`src/rtl/debug_loader_pkg.sv`:
```
// Shared definitions for the UART debug loader: FSM states, command bytes and defaults.
package debug_loader_pkg;

   typedef enum logic [2:0] {
      ST_IDLE,
      ST_LOAD,
      ST_WRITE,
      ST_RUN,
      ST_STEP,
      ST_SEND_PC
   } state_e;

   typedef enum logic [1:0] {
      TX_ISSUE,
      TX_PULSE,
      TX_SETTLE,
      TX_BUSY
   } tx_state_e;

   localparam logic [7:0]  CMD_LOAD          = 8'h4C;
   localparam logic [7:0]  CMD_RUN           = 8'h52;
   localparam logic [7:0]  CMD_STEP          = 8'h53;
   localparam logic [7:0]  CMD_HALT          = 8'h48;
   localparam logic [31:0] HALT_WORD_DEFAULT = 32'hFFFF_FFFF;

   function automatic logic [7:0] word_byte(input logic [31:0] w, input logic [1:0] idx);
      return w[8*idx +: 8];
   endfunction

endpackage

```
`src/rtl/debug_loader_tx_serializer.sv`:
```
// Sends one byte of a 32-bit word per handshake; the owner advances byte_idx on byte_done.
module tx_serializer
   import debug_loader_pkg::*;
(
   input  logic        clk,
   input  logic        rst,
   input  logic        active,
   input  logic [31:0] word,
   input  logic [1:0]  byte_idx,
   input  logic        tx_busy,
   output logic [7:0]  tx_data,
   output logic        tx_start,
   output logic        byte_done
);

   tx_state_e  st_q, st_d;
   logic [7:0] tx_data_q, tx_data_d;
   logic       tx_start_q, tx_start_d;

   always_comb begin
      st_d       = st_q;
      tx_data_d  = tx_data_q;
      tx_start_d = 1'b0;
      byte_done  = 1'b0;
      if (!active) begin
         st_d = TX_ISSUE;
      end else begin
         case (st_q)
            TX_ISSUE: begin
               if (!tx_busy) begin
                  tx_start_d = 1'b1;
                  tx_data_d  = word_byte(word, byte_idx);
                  st_d       = TX_PULSE;
               end
            end
            TX_PULSE: st_d = TX_SETTLE;
            // Transmitter gets one cycle to raise busy; if it never does the byte is done.
            TX_SETTLE: begin
               if (tx_busy) begin
                  st_d = TX_BUSY;
               end else begin
                  byte_done = 1'b1;
                  st_d      = TX_ISSUE;
               end
            end
            TX_BUSY: begin
               if (!tx_busy) begin
                  byte_done = 1'b1;
                  st_d      = TX_ISSUE;
               end
            end
            default: st_d = TX_ISSUE;
         endcase
      end
   end

   always_ff @(posedge clk) begin
      if (rst) begin
         st_q       <= TX_ISSUE;
         tx_data_q  <= 8'h00;
         tx_start_q <= 1'b0;
      end else begin
         st_q       <= st_d;
         tx_data_q  <= tx_data_d;
         tx_start_q <= tx_start_d;
      end
   end

   assign tx_data  = tx_data_q;
   assign tx_start = tx_start_q;

endmodule

```
`src/rtl/debug_loader.sv`:
```
// UART-driven debug controller: loads instruction memory, runs/steps the pipeline, reports PC.
module debug_loader
   import debug_loader_pkg::*;
#(
   parameter int          ADDR_W    = 10,
   parameter logic [31:0] HALT_WORD = HALT_WORD_DEFAULT
) (
   input  logic              Clock,
   input  logic              Reset,
   input  logic [7:0]        RxData,
   input  logic              RxValid,
   input  logic              TxBusy,
   output logic [7:0]        TxData,
   output logic              TxStart,
   input  logic              HaltDetected,
   input  logic [31:0]       PCResult,
   output logic              ImemWrEn,
   output logic [ADDR_W-1:0] ImemAddr,
   output logic [31:0]       ImemWrData,
   output logic              CpuEnable,
   output logic              CpuReset
);

   state_e            state_q, state_d;
   logic [1:0]        cnt_q, cnt_d;
   logic [31:0]       word_q, word_d;
   logic [ADDR_W-1:0] addr_q, addr_d;
   logic              wr_en_q, wr_en_d;
   logic [31:0]       wr_data_q, wr_data_d;
   logic              cpu_en_q, cpu_en_d;
   logic              cpu_rst_q, cpu_rst_d;
   logic [31:0]       pc_q, pc_d;
   logic              tx_active;
   logic              byte_done;

   assign tx_active = (state_q == ST_SEND_PC);

   always_comb begin
      state_d   = state_q;
      cnt_d     = cnt_q;
      word_d    = word_q;
      addr_d    = addr_q;
      wr_en_d   = 1'b0;
      wr_data_d = wr_data_q;
      pc_d      = pc_q;
      case (state_q)
         ST_IDLE: begin
            if (RxValid) begin
               case (RxData)
                  CMD_LOAD: begin
                     state_d = ST_LOAD;
                     addr_d  = '0;
                     cnt_d   = 2'd0;
                  end
                  CMD_RUN:  state_d = ST_RUN;
                  CMD_STEP: state_d = ST_STEP;
                  default:  state_d = ST_IDLE;
               endcase
            end
         end
         ST_LOAD: begin
            if (RxValid) begin
               word_d[8*cnt_q +: 8] = RxData;
               cnt_d                = cnt_q + 2'd1;
               if (cnt_q == 2'd3) begin
                  state_d   = ST_WRITE;
                  wr_en_d   = 1'b1;
                  wr_data_d = word_d;
               end
            end
         end
         // Address advances after the write cycle; natural overflow gives the wrap.
         ST_WRITE: begin
            addr_d  = addr_q + 1'b1;
            state_d = (wr_data_q == HALT_WORD) ? ST_IDLE : ST_LOAD;
         end
         ST_RUN: begin
            if (HaltDetected || (RxValid && RxData == CMD_HALT)) begin
               state_d = ST_SEND_PC;
               pc_d    = PCResult;
               cnt_d   = 2'd0;
            end
         end
         ST_STEP: begin
            state_d = ST_SEND_PC;
            pc_d    = PCResult;
            cnt_d   = 2'd0;
         end
         ST_SEND_PC: begin
            if (byte_done) begin
               cnt_d = cnt_q + 2'd1;
               if (cnt_q == 2'd3) state_d = ST_IDLE;
            end
         end
         default: state_d = ST_IDLE;
      endcase
      cpu_en_d  = (state_d == ST_RUN) || (state_d == ST_STEP);
      cpu_rst_d = (state_d == ST_LOAD) || (state_d == ST_WRITE);
   end

   always_ff @(posedge Clock) begin
      if (Reset) begin
         state_q   <= ST_IDLE;
         cnt_q     <= 2'd0;
         word_q    <= 32'h0;
         addr_q    <= '0;
         wr_en_q   <= 1'b0;
         wr_data_q <= 32'h0;
         cpu_en_q  <= 1'b0;
         cpu_rst_q <= 1'b1;
         pc_q      <= 32'h0;
      end else begin
         state_q   <= state_d;
         cnt_q     <= cnt_d;
         word_q    <= word_d;
         addr_q    <= addr_d;
         wr_en_q   <= wr_en_d;
         wr_data_q <= wr_data_d;
         cpu_en_q  <= cpu_en_d;
         cpu_rst_q <= cpu_rst_d;
         pc_q      <= pc_d;
      end
   end

   tx_serializer u_tx (
      .clk       (Clock),
      .rst       (Reset),
      .active    (tx_active),
      .word      (pc_q),
      .byte_idx  (cnt_q),
      .tx_busy   (TxBusy),
      .tx_data   (TxData),
      .tx_start  (TxStart),
      .byte_done (byte_done)
   );

   assign ImemWrEn   = wr_en_q;
   assign ImemAddr   = addr_q;
   assign ImemWrData = wr_data_q;
   assign CpuEnable  = cpu_en_q;
   assign CpuReset   = cpu_rst_q;

endmodule
```
`config.mk`:
```
export PLATFORM = sky130hd
export DESIGN_NAME = debug_loader
export DESIGN_NICKNAME = d
export VERILOG_FILES = /design/src/rtl/debug_loader_pkg.sv /design/src/rtl/debug_loader_tx_serializer.sv /design/src/rtl/debug_loader.sv
export SDC_FILE = /design/constraint.sdc
export NUM_CORES = 1
export LEC_CHECK = 0
export ABC_AREA = 1
export CORE_ASPECT_RATIO = 1.5
export CORE_MARGIN = 5
export CORE_UTILIZATION = 57
export DETAILED_ROUTE_END_ITERATION = 8
export PLACE_DENSITY = 0.87
export SYNTH_ARGS = -nofsm -noshare
export SYNTH_HDL_FRONTEND = slang
export SYNTH_SLANG_ARGS = --single-unit
```
`constraint.sdc`:
```
create_clock -name Clock -period 4.1 [get_ports Clock]
set_clock_uncertainty 0.05 [all_clocks]
set_input_delay 0.615 -clock Clock [delete_from_list [all_inputs] [get_ports Clock]]
set_output_delay 0.615 -clock Clock [all_outputs]
set_load 0.02 [all_outputs]
```
==> impl_results.md <==
* H-tree levels at 4
* Post-CTS Resized at 0
* GRT overflow at 0
* Chip width at 90.71 um
* Max-slew violation count at 0
* Flop-to-flop setup slack at 1.19 ns
* Total track usage at 26.54%
* Largest net degree at the start of global routing at 65
* Peak VDD IR at 0.3352 mV
* Synthesized area at 0.005569 mm2
* Row Count at 44
* Slew headroom at 42.89%
* Post-Layout Cell Count at 949
* Tot Pwr at 0.002919 W
* Largest stage delay on the critical path at 0.81 ns
* Share of cells above drive strength 1 at 5.396%
* Fin. Hold Viols at 0
* Routability congestion estimate at 0.9098
* CTS buffer count at 17
* Hold-fix buffers at CTS at 0
* RSZ-0062 raised after global routing: no
* Dpl hpwl at 10780 um
* Yosys cell types at 35
* Setup repair bufs after CTS at 0
* Top achievable clock speed at 343.6 MHz
* Min Tclk post-route at 2.910 ns
* Vias at 5694
* Worst setup path start: cnt_q[1]$_SDFFE_PP0P_
* Total wire length at 15810 um
* Via density at 6.000
* Hold Path Origin: word_q[30]$_SDFFE_PP0P_
* I/O pin cnt at 99
* Clock-pin slew on the worst setup and hold paths at 0.05 ns
* Worst R2R Start: cnt_q[1]$_SDFFE_PP0P_
* Clock root cell: clkbuf_16
* Setup CP Type: reg -> reg
* Syn_nets at 798
* Crit share post-route at 70.98%
* CTS tree: yes
* Initial Utilization at 57.81%
* Die outline area at 0.01189 mm2
* Worst Tran Pin Value at 0.8567 ns
* HP Class: reg -> reg
* Status: complete, no violations
* Worst R2R End: ImemWrData[13]$_SDFFE_PP0P_
* Pleak at 2.616 nW
* Initial antenna violation count at 0
* Wire per inst at 16.66 um
* Clk buf depth at 2
* First-pass GRT wire length at 25450 um
* ANT nets after route at 0
* Placed Cells at 917
* Hold Crit Depth at 2
* Register area share after synthesis at 44.93%
* Power Dens Cells at 410.9 mW/mm2
* Startpoint types: flop
* Core box area at 0.009634 mm2
* # DRC at 0
* Die Span Y at 131.1 um
* Number of synthesis warnings at 0
* Skew-Pair Late Insertion Delay at 0.41 ns
* WP data arrival at 3.16 ns
* Mapped Cells at 746
* Worst-path maximum fanout at 32
* DRT iter0 DRCs at 509
* CP max stage cell: ha_1
* Vias in the first global route at 5575
* Total of max-cap violations at 0
* Critical path endpoint category: flop
* Syn avg cell area at 7.465 um2
* ANT cells at 0
* Synth Register Bits at 125
* Final setup violation count at 0
* CP Cell Sequence: ha_1 > nand3_2 > inv_2 > o21ai_0 > a21oi_1
* R2R depth at 5
* Port Buffers at 98
* Area Overhead vs Synth at 27.57%
* Critical Path RT at 4.35 ns
* Final setup TNS at 0 ns
* Pre-antenna DRT Iters at 5
* Nets at 873
* Hold endpoint: word_q[30]$_SDFFE_PP0P_
* Clock sink count at 125
## stage by stage
| step | worst slack (ns) | hold slack (ns) | instance area (um2) | util, % |
|---|---|---|---|---|
| after CTS | 1.302 | 0.4119 | 7104 | 73.74 |
| after detailed placement | 1.342 | 0.4055 | 6475 | 67.21 |
| after global placement | 1.391 | 0.3943 | 6475 | 67.21 |
| after global routing | 0.9810 | 0.4243 | 7104 | 73.74 |
| after floorplan | 2.200 | 0.3794 | 5569 | - |
| final | 1.190 | 0.4123 | 7104 | 73.74 |
## critical path, delay by kind of cell (launching register included)
| family | cells | cell delay [ns] |
|---|---|---|
| buffers and inverters | 1 | 0.46 |
| adders and majority gates | 1 | 0.81 |
| and+or+nand+nor | 1 | 0.25 |
| AOI/OAI and AO/OA | 2 | 0.59 |
| DFF | 1 | 0.62 |
## power breakdown
part | leakage [nW] | internal [W] | switching, W
sequential | 1.01 | 0.00122 | 0.00000136
clock | 0.309 | 0.00108 | 0.000506
combinational | 1.30 | 0.0000541 | 0.0000589
## synth_stat cells, drive strengths merged
master  instances  share of area, %
dfxtp         125                45
nor2          122               8.4
o21ai         100               9.0
inv            74               5.1
nand2          68               5.0
a21oi          67               6.0
nand3          40               3.9
a211oi         32               4.3
o22ai          24               2.7
buf            23               2.8
clkbuf         23               1.7
nand4          16               1.8
a31oi           9               1.0
ha              7               1.6
nor3            6              0.54
o21bai          2              0.27
xor2            2              0.31
clkinv          1             0.067
nand3b          1              0.13
nor4            1              0.11
o211ai          1              0.13
o21a            1              0.13
or2             1              0.11
## flip-flops by register name, summed over array words and instances (netlist names)
name           count
CpuEnable          1
CpuReset           1
ImemAddr          10
ImemWrData        32
ImemWrEn           1
cnt_q              2
pc_q              32
state_q            3
u_tx.st_q          2
u_tx.tx_data       8
u_tx.tx_start      1
word_q            32
## logic make-up after synthesis
kind of cell | synth area share, %
AOI/OAI and AO/OA | 23.57
xor gates and xnor gates | 0.3146
adders and majority gates | 1.573
buffers and inverters | 9.616
DFF | 44.93
and+or+nand+nor | 20.00
## layer usage
metal / GRT usage, % / vias to the layer above / routed length, um
li1: - / 2685 / -
met1: 27.60 / 2608 / 5553
met2: 46.94 / 320 / 7995
met3: 6.625 / 81 / 1330
met4: 18.32 / 0 / 935
met5: 0 / - / 0
## how the worst max path moves through the flow
stage / end / slack [ns] / cells past startpoint
4_1_cts: ImemWrData[13]$_SDFFE_PP0P_ / 1.30 / 5
5_1_grt: word_q[15]$_SDFFE_PP0P_ / 0.98 / 7
2_1_floorplan: word_q[6]$_SDFFE_PP0P_ / 2.20 / 8
6_report: ImemWrData[13]$_SDFFE_PP0P_ / 1.19 / 5
3_5_place_dp: ImemWrData[13]$_SDFFE_PP0P_ / 1.34 / 5
3_3_place_gp: ImemWrData[13]$_SDFFE_PP0P_ / 1.39 / 5
## layout make-up
| type | instances | area, um2 |
|---|---|---|
| clock buffers | 26 | 499.2 |
| clock inverters | 6 | 130.1 |
| flip-flops and latches | 125 | 2502 |
| multi-input cells | 500 | 2531 |
| well taps | 115 | 143.9 |
| fillers | 729 | 2530 |
| inverters | 75 | 286.5 |
| repair buffers | 102 | 1011 |
## cells in the final DEF, fill, tap and decap left out, types with 3 or more instances in the layout
cell type / count
o21ai_1: 13
inv_2: 3
o21ai_0: 87
buf_4: 4
nand3_1: 37
clkbuf_1: 5
nor2_1: 119
dfxtp_1: 125
inv_1: 70
a21oi_1: 67
bufinv_16: 4
nand3_2: 3
clkbuf_16: 17
a211oi_1: 32
a31oi_1: 9
o22ai_1: 24
ha_1: 7
clkdlybuf4s50_1: 98
nand2_4: 3
nand4_1: 16
clkbuf_8: 4
nor3_1: 6
nand2_1: 65
(Power assumes the default switching activity.)
